## config.mk

```make
export PLATFORM = sky130hd
export DESIGN_NAME = pmu_bitstream_tx
export DESIGN_NICKNAME = d
export VERILOG_FILES = /design/src/rtl/pmu_bitstream_tx.sv
export SDC_FILE = /design/constraint.sdc
export NUM_CORES = 1
export LEC_CHECK = 0
export CORE_MARGIN = 1
export CORE_UTILIZATION = 58
export DETAILED_ROUTE_END_ITERATION = 8
export DONT_BUFFER_PORTS = 1
export PLACE_DENSITY = 0.76
export SLEW_MARGIN = 30
export SYNTH_ARGS = -nofsm -noshare
export SYNTH_HDL_FRONTEND = slang
export SYNTH_SLANG_ARGS = --single-unit
```

## constraint.sdc

```tcl
create_clock -name clk -period 3.1 [get_ports clk]
set_input_delay 0.62 -clock clk [delete_from_list [all_inputs] [get_ports clk]]
set_output_delay 0.62 -clock clk [all_outputs]
set_load 0.005 [all_outputs]
```

## src/rtl/pmu_bitstream_tx.sv

```systemverilog
// Serializer for the PMU configuration port: 64-bit {len, addr, opcode} header, then payload words LSB-first.
// Optional request screening is compiled in with `define PMU_TX_LEN_CHECK_EN.
module pmu_bitstream_tx #(
    parameter int unsigned HEADER_WIDTH = 64,
    parameter int unsigned WORD_WIDTH   = 32,
    parameter int unsigned GAP_CYCLES   = 2
) (
    input  logic                  clk,
    input  logic                  rst,
    input  logic                  start,
    input  logic [3:0]            opcode,
    input  logic [27:0]           addr,
    input  logic [31:0]           len,
    input  logic [WORD_WIDTH-1:0] word_i,
    input  logic                  word_valid,
    output logic                  word_ready,
    output logic                  en_o,
    output logic                  data_o,
    output logic                  busy,
    output logic                  done,
    output logic                  err
);

    localparam int unsigned WBIT_W = (WORD_WIDTH > 1) ? $clog2(WORD_WIDTH) : 1;
    localparam logic [31:0] HDR_LAST = 32'(HEADER_WIDTH - 1);
    localparam logic [31:0] GAP_LAST = 32'(GAP_CYCLES - 1);
    localparam logic [WBIT_W-1:0] WBIT_LAST = WBIT_W'(WORD_WIDTH - 1);

    localparam logic [3:0] OP_PC_SC  = 4'b1010;
    localparam logic [3:0] OP_PC_MEM = 4'b0001;
    localparam logic [3:0] OP_KEY    = 4'b0010;

    typedef enum logic [2:0] {
        ST_IDLE,
        ST_SYNC,
        ST_HEADER,
        ST_PAYLOAD,
        ST_GAP
    } state_t;

    state_t                  state_q, state_d;
    logic [HEADER_WIDTH-1:0] hdr_q, hdr_d;
    logic [31:0]             len_q, len_d;
    logic [31:0]             cnt_q, cnt_d;
    logic [WBIT_W-1:0]       wbit_q, wbit_d;
    logic [WORD_WIDTH-1:0]   word_sh_q, word_sh_d;
    logic [WORD_WIDTH-1:0]   buf_q, buf_d;
    logic                    buf_full_q, buf_full_d;
    logic                    err_q, err_d;
    logic                    done_q, done_d;

    logic push;
    logic load_word;
    logic req_ok;

    // Handshake: a word transfers on any rising edge where word_valid && word_ready.
    // word_ready depends only on buffer occupancy (and rst), never on word_valid.
    assign word_ready = !buf_full_q && !rst;
    assign push       = word_valid && word_ready;

`ifdef PMU_TX_LEN_CHECK_EN
    logic op_known;
    logic len_aligned;
    logic key_len_ok;

    always_comb begin
        op_known    = (opcode == OP_PC_SC) || (opcode == OP_PC_MEM) || (opcode == OP_KEY);
        len_aligned = (len % 32'(WORD_WIDTH)) == 32'd0;
        key_len_ok  = (opcode != OP_KEY) || (len == 32'd128);
        req_ok      = op_known && len_aligned && key_len_ok;
    end
`else
    assign req_ok = 1'b1;
`endif

    always_comb begin
        state_d   = state_q;
        hdr_d     = hdr_q;
        len_d     = len_q;
        cnt_d     = cnt_q;
        wbit_d    = wbit_q;
        word_sh_d = word_sh_q;
        err_d     = err_q;
        done_d    = 1'b0;
        load_word = 1'b0;

        case (state_q)
            ST_IDLE: begin
                if (start) begin
                    if (req_ok) begin
                        hdr_d   = {len, addr, opcode};
                        len_d   = len;
                        cnt_d   = 32'd0;
                        err_d   = 1'b0;
                        state_d = ST_SYNC;
                    end else begin
                        err_d  = 1'b1;
                        done_d = 1'b1;
                    end
                end
            end

            ST_SYNC: begin
                cnt_d   = 32'd0;
                state_d = ST_HEADER;
            end

            ST_HEADER: begin
                hdr_d = hdr_q >> 1;
                if (cnt_q == HDR_LAST) begin
                    cnt_d  = 32'd0;
                    wbit_d = '0;
                    if (len_q != 32'd0) begin
                        load_word = 1'b1;
                        state_d   = ST_PAYLOAD;
                    end else begin
                        state_d = ST_GAP;
                    end
                end else begin
                    cnt_d = cnt_q + 32'd1;
                end
            end

            ST_PAYLOAD: begin
                word_sh_d = word_sh_q >> 1;
                // The final bit never triggers a load, so a partial last word consumes nothing extra.
                if (cnt_q == len_q - 32'd1) begin
                    cnt_d   = 32'd0;
                    state_d = ST_GAP;
                end else begin
                    cnt_d = cnt_q + 32'd1;
                    if (wbit_q == WBIT_LAST) begin
                        wbit_d    = '0;
                        load_word = 1'b1;
                    end else begin
                        wbit_d = wbit_q + 1'b1;
                    end
                end
            end

            ST_GAP: begin
                if (cnt_q == GAP_LAST) begin
                    cnt_d   = 32'd0;
                    done_d  = 1'b1;
                    state_d = ST_IDLE;
                end else begin
                    cnt_d = cnt_q + 32'd1;
                end
            end

            default: begin
                state_d = ST_IDLE;
            end
        endcase

        // An empty buffer at a word boundary sends a zero word; the frame keeps its length.
        if (load_word) begin
            if (buf_full_q) begin
                word_sh_d = buf_q;
            end else begin
                word_sh_d = '0;
                err_d     = 1'b1;
            end
        end
    end

    always_comb begin
        buf_d      = buf_q;
        buf_full_d = buf_full_q;
        if (load_word && buf_full_q) begin
            buf_full_d = 1'b0;
        end
        if (push) begin
            buf_d      = word_i;
            buf_full_d = 1'b1;
        end
    end

    always_ff @(posedge clk) begin
        if (rst) begin
            state_q    <= ST_IDLE;
            hdr_q      <= '0;
            len_q      <= '0;
            cnt_q      <= '0;
            wbit_q     <= '0;
            word_sh_q  <= '0;
            buf_q      <= '0;
            buf_full_q <= 1'b0;
            err_q      <= 1'b0;
            done_q     <= 1'b0;
        end else begin
            state_q    <= state_d;
            hdr_q      <= hdr_d;
            len_q      <= len_d;
            cnt_q      <= cnt_d;
            wbit_q     <= wbit_d;
            word_sh_q  <= word_sh_d;
            buf_q      <= buf_d;
            buf_full_q <= buf_full_d;
            err_q      <= err_d;
            done_q     <= done_d;
        end
    end

    always_comb begin
        en_o   = (state_q == ST_SYNC);
        busy   = (state_q != ST_IDLE);
        done   = done_q;
        err    = err_q;
        data_o = 1'b0;
        if (state_q == ST_HEADER) begin
            data_o = hdr_q[0];
        end else if (state_q == ST_PAYLOAD) begin
            data_o = word_sh_q[0];
        end
    end

endmodule
```

==> results_dict.tcl, run 1 <==
set metrics [dict create \
    syn_area_per_cell_um2 7.95 \
    ant_nets 0 \
    fmax_mhz 319 \
    grt_max_degree 178 \
    place_area_um2 10500 \
    power.leakage_nw 4.26 \
    firstDrtPassIters 7 \
    hold_path.startpoint "rst" \
    die_y_um 133 \
    swShare 0.357 \
    fin_crit_sh 1.01 \
    fin_crit_ns 3.14 \
    critPathCaptureType "register" \
    relSlewSlack 0.216 \
    cpMostUsedCell "buf_4" \
    cts_inserted_buffers 22 \
    hold_viol_final 0 \
    cts_hold_buf 0 \
    final_common_cell "nand2_1" \
    worstHoldPathType "in -> reg" \
    power_density_nw_per_um2 790 \
    track_usage 0.258 \
    cp_cell_sequence "or4_4 > or3_1 > a2111oi_4 > o32ai_2 > nor4_4 > buf_4 > o31ai_4 > buf_4 > buf_12 > nor3_1 > a2111oi_2" \
    ir_worst_vdd_mv 0.588 \
    switching_power_mw 3.35 \
    critPathKind "reg -> reg" \
    antennaDiodeCount 0 \
    cts_sinks 203 \
    wl_um 25000 \
    status "finished, violations left" \
    gr-total-overflow 0 \
    yosys_warnings 0 \
    cts_root_buffer "clkbuf_16" \
    rows 47 \
    yosysSeqAreaShare 0.407 \
    mostFrequentLayoutCells "nand2_1, dfxtp_1, nor2_1" \
    hold_end "word_sh_q[12]" \
    tightestPinTransition_ns 1.17 \
    fin_tns_setup_ns -0.0370 \
    htreeDepth 1 \
    violations "setup timing" \
    whs_ns 0.200 \
    async_flop_share 0 \
    via_count 9118 \
    syn_area_um2 9990 \
    synth_fp_nets 1362 \
    globalRouteMet2Util 0.400 \
    drv_cap 0 \
    rr_worst_depth 11 \
    dieWidth_um 133 \
    p_int_mw 6.03 \
    clk_latency_ns 0.50 \
    dp_cells 1439 \
    grt.busiest_layer "met2" \
    r2r_start "len_q[22]" \
    setup_viol 1 \
    syn_inst 1257 \
    fin_cells 1505 \
    finalInstanceArea_um2 11900 \
    use_met1 0.376 \
    whs_path_depth 1 \
    combinationalPowerShare 0.362 \
    slew_viol_final 0 \
    reg2reg_to "word_sh_q[10]" \
    startpoint_type "register" \
    pwr-share-seq 0.362 \
    cp.arrival_ns 3.51 \
    setup_ws_ns -0.0370 \
    post-place-ws_ns -0.260 \
    avgViaCountPerCell 6.06 \
    final.setup_skew_ns 0.0182 \
    place_hpwl_um 15700 \
    start_util 0.598 \
    grt_pass1_wl_um 38400 \
    worstPathRequired_ns 3.47 \
    numPortBuffers 0 \
    cts_max_path_buffers 3 \
    slowest_stage "or4_4" \
    rrSetupSlack_ns -0.04 \
    clk_pin_slew_ns 0.06 \
    clkPwrFrac 0.275 \
    final_nets 1375 \
    pin_count 106 \
    rsz0062_at_grt "true" \
    place.gp.congestion 0.917 \
    synth.distinct_cells 66 \
    crit_fanout 16 \
    dieArea_um2 17800 \
    antenna_found_initial 0 \
    first_global_vias 7891 \
    layout-drive-gt1-share 0.187 \
    core_um2 16700 \
    synth_edf_count 0 \
    grtUsageMet3 0.0434 \
    cts_tree "done" \
    syn2layout_area_growth_pct 18.8 \
    max_stage_delay_ns 0.56 \
    synth-seq-cells 203 \
    wire_per_inst_um 16.6 \
    ys.flop_type "dfxtp_1" \
    drc_errors 0 \
    drt_iter0_drc 657 \
]
## metal layers
layer / vias up / share of wire
met5: - / 0
met3: 28 / 0.061
met4: 0 / 0.013
met1: 4331 / 0.46
li1: 4498 / -
met2: 261 / 0.46
## power by group through the flow
| stage | Combinational [mW] | Clock [mW] | Sequential, mW |
|---|---|---|---|
| 2_1_floorplan | 2.30 | 0 | 3.34 |
| 3_3_place_gp | 2.94 | 0 | 3.41 |
| 3_5_place_dp | 3.01 | 0 | 3.43 |
| 4_1_cts | 3.07 | 2.62 | 3.38 |
| 5_1_grt | 3.71 | 2.73 | 3.45 |
| 6_report | 3.39 | 2.58 | 3.40 |
## synth_stat cells, drive strengths merged (3+ instances only)
library cell	number	share of area
and3	10	0.0063
o21ai	53	0.027
nand4	21	0.014
a211oi	3	0.0023
a311oi	33	0.029
a21oi	87	0.044
ha	5	0.0063
a22o	6	0.0053
nor2	103	0.039
nand2b	41	0.026
clkbuf	90	0.034
mux2i	5	0.0050
nor2b	3	0.0019
a22oi	4	0.0030
xor2	20	0.018
or4	5	0.0038
a31oi	48	0.030
a41oi	3	0.0026
nor4	18	0.015
inv	14	0.0053
a21o	3	0.0023
dfxtp	203	0.41
or3	17	0.011
nor3b	6	0.0056
and2	4	0.0025
and4	3	0.0026
nand3	27	0.014
nand2	255	0.096
xnor2	22	0.019
nor3	57	0.032
a2111oi	33	0.050
o22ai	6	0.0038
a211o	4	0.0035
buf	20	0.012
## layout make-up
cell class	count	area (um2)
multi-input combinational	931	5820
inverter	14	55.1
sequential	203	4070
fill	1295	4830
clock inverter	5	25.0
clock buffer	34	707
tap	220	275
timing repair buffer	98	911
## logic make-up (layout without fill, tap and decap cells)
kind of cell / Yosys count / after routing / synth area share
adders and majority gates: 5 / 5 / 0.00626
buffers and inverters: 124 / 151 / 0.0515
DFF: 203 / 203 / 0.407
and+or+nand+nor: 577 / 578 / 0.274
xor gates and xnor gates: 43 / 43 / 0.0391
muxes: 6 / 6 / 0.00614
AOI/OAI and AO/OA: 299 / 299 / 0.216
## flip-flops by register name (all words and copies together), names as in the netlist
| name | cells |
|---|---|
| buf_full_q | 1 |
| buf_q | 32 |
| cnt_q | 32 |
| done | 1 |
| err | 1 |
| hdr_q | 64 |
| len_q | 32 |
| state_q | 3 |
| wbit_q | 5 |
| word_sh_q | 32 |
## metrics by stage
step / util / total power [mW]
final: 0.711 / 9.37
after global routing: 0.711 / 9.90
after CTS: 0.672 / 9.07
after detailed placement: 0.626 / 6.44
after global placement: 0.625 / 6.36
after floorplan: - / 5.64
## critical path: cells and delay by family (launching register included)
family	cells	cell delay, ns
AO/OA/AOI/OAI	4	0.71
buffers and inverters	3	0.47
flip-flops	1	0.34
AND/OR/NAND/NOR	4	1.51
## worst max-delay path by stage
stage               startpoint             to  slack, ns  cells after the start
floorplan             len_q[0]      cnt_q[16]       0.01                     13
global placement     len_q[22]  word_sh_q[29]      -0.14                     10
detailed placement   len_q[22]      cnt_q[30]      -0.26                     10
CTS                   len_q[1]   word_sh_q[2]     0.0005                     12
global route          len_q[0]  word_sh_q[23]      -0.14                     14
finish               len_q[22]  word_sh_q[10]      -0.04                     11
## timing repair
item,CTS,global route
hold endpoints to repair,0,0
resized for setup,10,67
pin swaps,6,13
gates cloned,0,10
setup endpoints to repair,72,71
setup buffers,1,16
Power figures use the tool's default switching activity.
==> run 2, diff against run 1 <==
--- a/config.mk
+++ b/config.mk
@@ -6,9 +6,10 @@
 export NUM_CORES = 1
 export LEC_CHECK = 0
 export CORE_MARGIN = 1
-export CORE_UTILIZATION = 58
+export CORE_UTILIZATION = 60
 export DETAILED_ROUTE_END_ITERATION = 8
 export DONT_BUFFER_PORTS = 1
+export GPL_TIMING_DRIVEN = 0
 export PLACE_DENSITY = 0.76
 export SLEW_MARGIN = 30
 export SYNTH_ARGS = -nofsm -noshare
==> constraint.sdc (replaced) <==
create_clock -name clk -period 3 [get_ports clk]
set_input_delay 0.6 -clock clk [delete_from_list [all_inputs] [get_ports clk]]
set_output_delay 0.6 -clock clk [all_outputs]
set_load 0.005 [all_outputs]
==> results_dict.tcl, run 2 (synthesized netlist as in run 1, its figures left out) <==
set metrics [dict create \
    fin_crit_ns 3.39 \
    place_hpwl_um 17600 \
    drt_iter0_drc 812 \
    grt_max_degree 15 \
    clk_pin_slew_ns 0.06 \
    nFillCells 1028 \
    htreeDepth 1 \
    cts_tree "done" \
    rr_worst_depth 12 \
    slowest_stage "or3_1" \
    slew_viol_final 0 \
    cts_max_path_buffers 3 \
    critical-path-top-delay-family "simple AND/OR/NAND/NOR gates" \
    startpoint_type "register" \
    globalRouteMet2Util 0.505 \
    largest-register "hdr_q" \
    wire_per_inst_um 19.2 \
    combinationalPowerShare 0.369 \
    critPathKind "reg -> reg" \
    ant_nets 0 \
    fin_cells 1544 \
    cts_hold_buf 0 \
    antennaDiodeCount 0 \
    grtUsageMet3 0.0450 \
    numPortBuffers 0 \
    violations "setup timing" \
    rrSetupSlack_ns -0.39 \
    rows 46 \
    syn2layout_area_growth_pct 25.4 \
    pin_count 106 \
    crit_fanout 7 \
    largest_reg_flops 64 \
    core_um2 16100 \
    reg2reg_to "word_sh_q[20]" \
    switching_power_mw 3.89 \
    dieArea_um2 17200 \
    drv_cap 0 \
    drc_errors 0 \
    critPathCapture "word_sh_q[20]" \
    dp_cells 1473 \
    fin_crit_sh 1.13 \
    max_stage_delay_ns 0.43 \
    track_usage 0.314 \
    setup.worst_path.start "len_q[1]" \
    mostFrequentLayoutCells "nand2_1, dfxtp_1, nor2_1" \
    clkPwrFrac 0.286 \
    multi_input_area_um2 6340 \
    setup_ws_ns -0.393 \
    start_util 0.622 \
    avgViaCountPerCell 6.36 \
    firstDrtPassIters 9 \
    tightestPinTransition_ns 1.19 \
    seq_area_um2 4080 \
    final_nets 1417 \
    finalPower_mw 10.4 \
    crit_buf_inv 4 \
    final_common_cell "nand2_1" \
    final.setup_skew_ns 0.0140 \
    r2r_start "len_q[1]" \
    first_global_vias 8505 \
    power.leakage_nw 4.28 \
    cts_sinks 203 \
    rsz0062_at_grt "true" \
    setup_viol 72 \
    die_y_um 131 \
    layout-drive-gt1-share 0.188 \
    relSlewSlack 0.204 \
    status "finished, violations left" \
    post-place-ws_ns -0.519 \
    hold_viol_final 0 \
    use_met1 0.440 \
    power_density_nw_per_um2 829 \
    grt.busiest_layer "met2" \
    p_int_mw 6.51 \
    finalInstanceArea_um2 12500 \
    cts_inserted_buffers 22 \
    cp_cell_sequence "buf_6 > nor4_4 > buf_4 > nand4_1 > or3_1 > a22oi_2 > nand4_1 > nor4_4 > o31ai_4 > buf_6 > buf_12 > a2111oi_4" \
    place.gp.congestion 0.882 \
    pwr-share-seq 0.345 \
    grt_pass1_wl_um 42800 \
    critPathCaptureType "register" \
    dieWidth_um 131 \
    via_count 9825 \
    worstHoldPathType "in -> reg" \
    cp.depth 12 \
    cts_root_buffer "clkbuf_16" \
    swShare 0.374 \
    worstPathRequired_ns 3.37 \
    antenna_found_initial 0 \
    fmax_mhz 295 \
    wl_um 29700 \
    cp.arrival_ns 3.76 \
    place_area_um2 10300 \
    gr-total-overflow 0 \
    ir_worst_vdd_mv 0.699 \
    clk_latency_ns 0.52 \
]
-- run 2: layout make-up --
cell class	count	area share
Sequential cell	203	0.326
Tap cell	216	0.0216
Clock inverter	12	0.0142
Clock buffer	28	0.0497
Buffer	99	0.0432
Multi-Input combinational cell	931	0.506
Timing Repair Buffer	41	0.0356
Inverter	14	0.00419
-- run 2: worst min-delay path by stage --
| stage | startpoint | cells after the start | to | slack (ns) |
|---|---|---|---|---|
| after floorplan | wbit_q[3] | 1 | wbit_q[3] | 0.43 |
| after global placement | hdr_q[63] | 2 | hdr_q[63] | 0.45 |
| after global routing | word_i[24] | 2 | buf_q[24] | 0.21 |
| after CTS | word_i[27] | 2 | buf_q[27] | 0.19 |
| final | word_i[3] | 2 | buf_q[3] | 0.20 |
| after detailed placement | hdr_q[55] | 2 | hdr_q[55] | 0.46 |
-- run 2: power by group through the flow --
stage | registers (mW) | logic [mW] | clock network [mW]
6_report | 3.59 | 3.84 | 2.97
5_1_grt | 3.64 | 4.15 | 3.09
4_1_cts | 3.53 | 3.48 | 2.97
3_5_place_dp | 3.54 | 3.04 | 0
3_3_place_gp | 3.53 | 2.98 | 0
2_1_floorplan | 3.46 | 2.40 | 0
-- run 2: metal layers --
layer	part of all wire	wire length (um)	vias up
met5	0	0	-
met4	0.040	1200	0
met3	0.083	2460	111
met2	0.46	13700	473
met1	0.42	12400	4650
li1	-	-	4591
-- run 2: stage by stage --
step	utilization	hold WS, ns	TNS [ns]
final	0.780	0.199	-12.13
after global routing	0.780	0.212	-21.68
after CTS	0.751	0.195	-8.03
after detailed placement	0.644	0.460	-27.08
after global placement	0.644	0.451	-25.23
after floorplan	-	0.432	-0.315
-- run 2: what timing repair did --
item / CTS / global route
pin swaps: 32 / 37
setup endpoints to repair: 73 / 74
resized for setup: 141 / 63
setup buffers: 25 / 9
cloned: 6 / 2
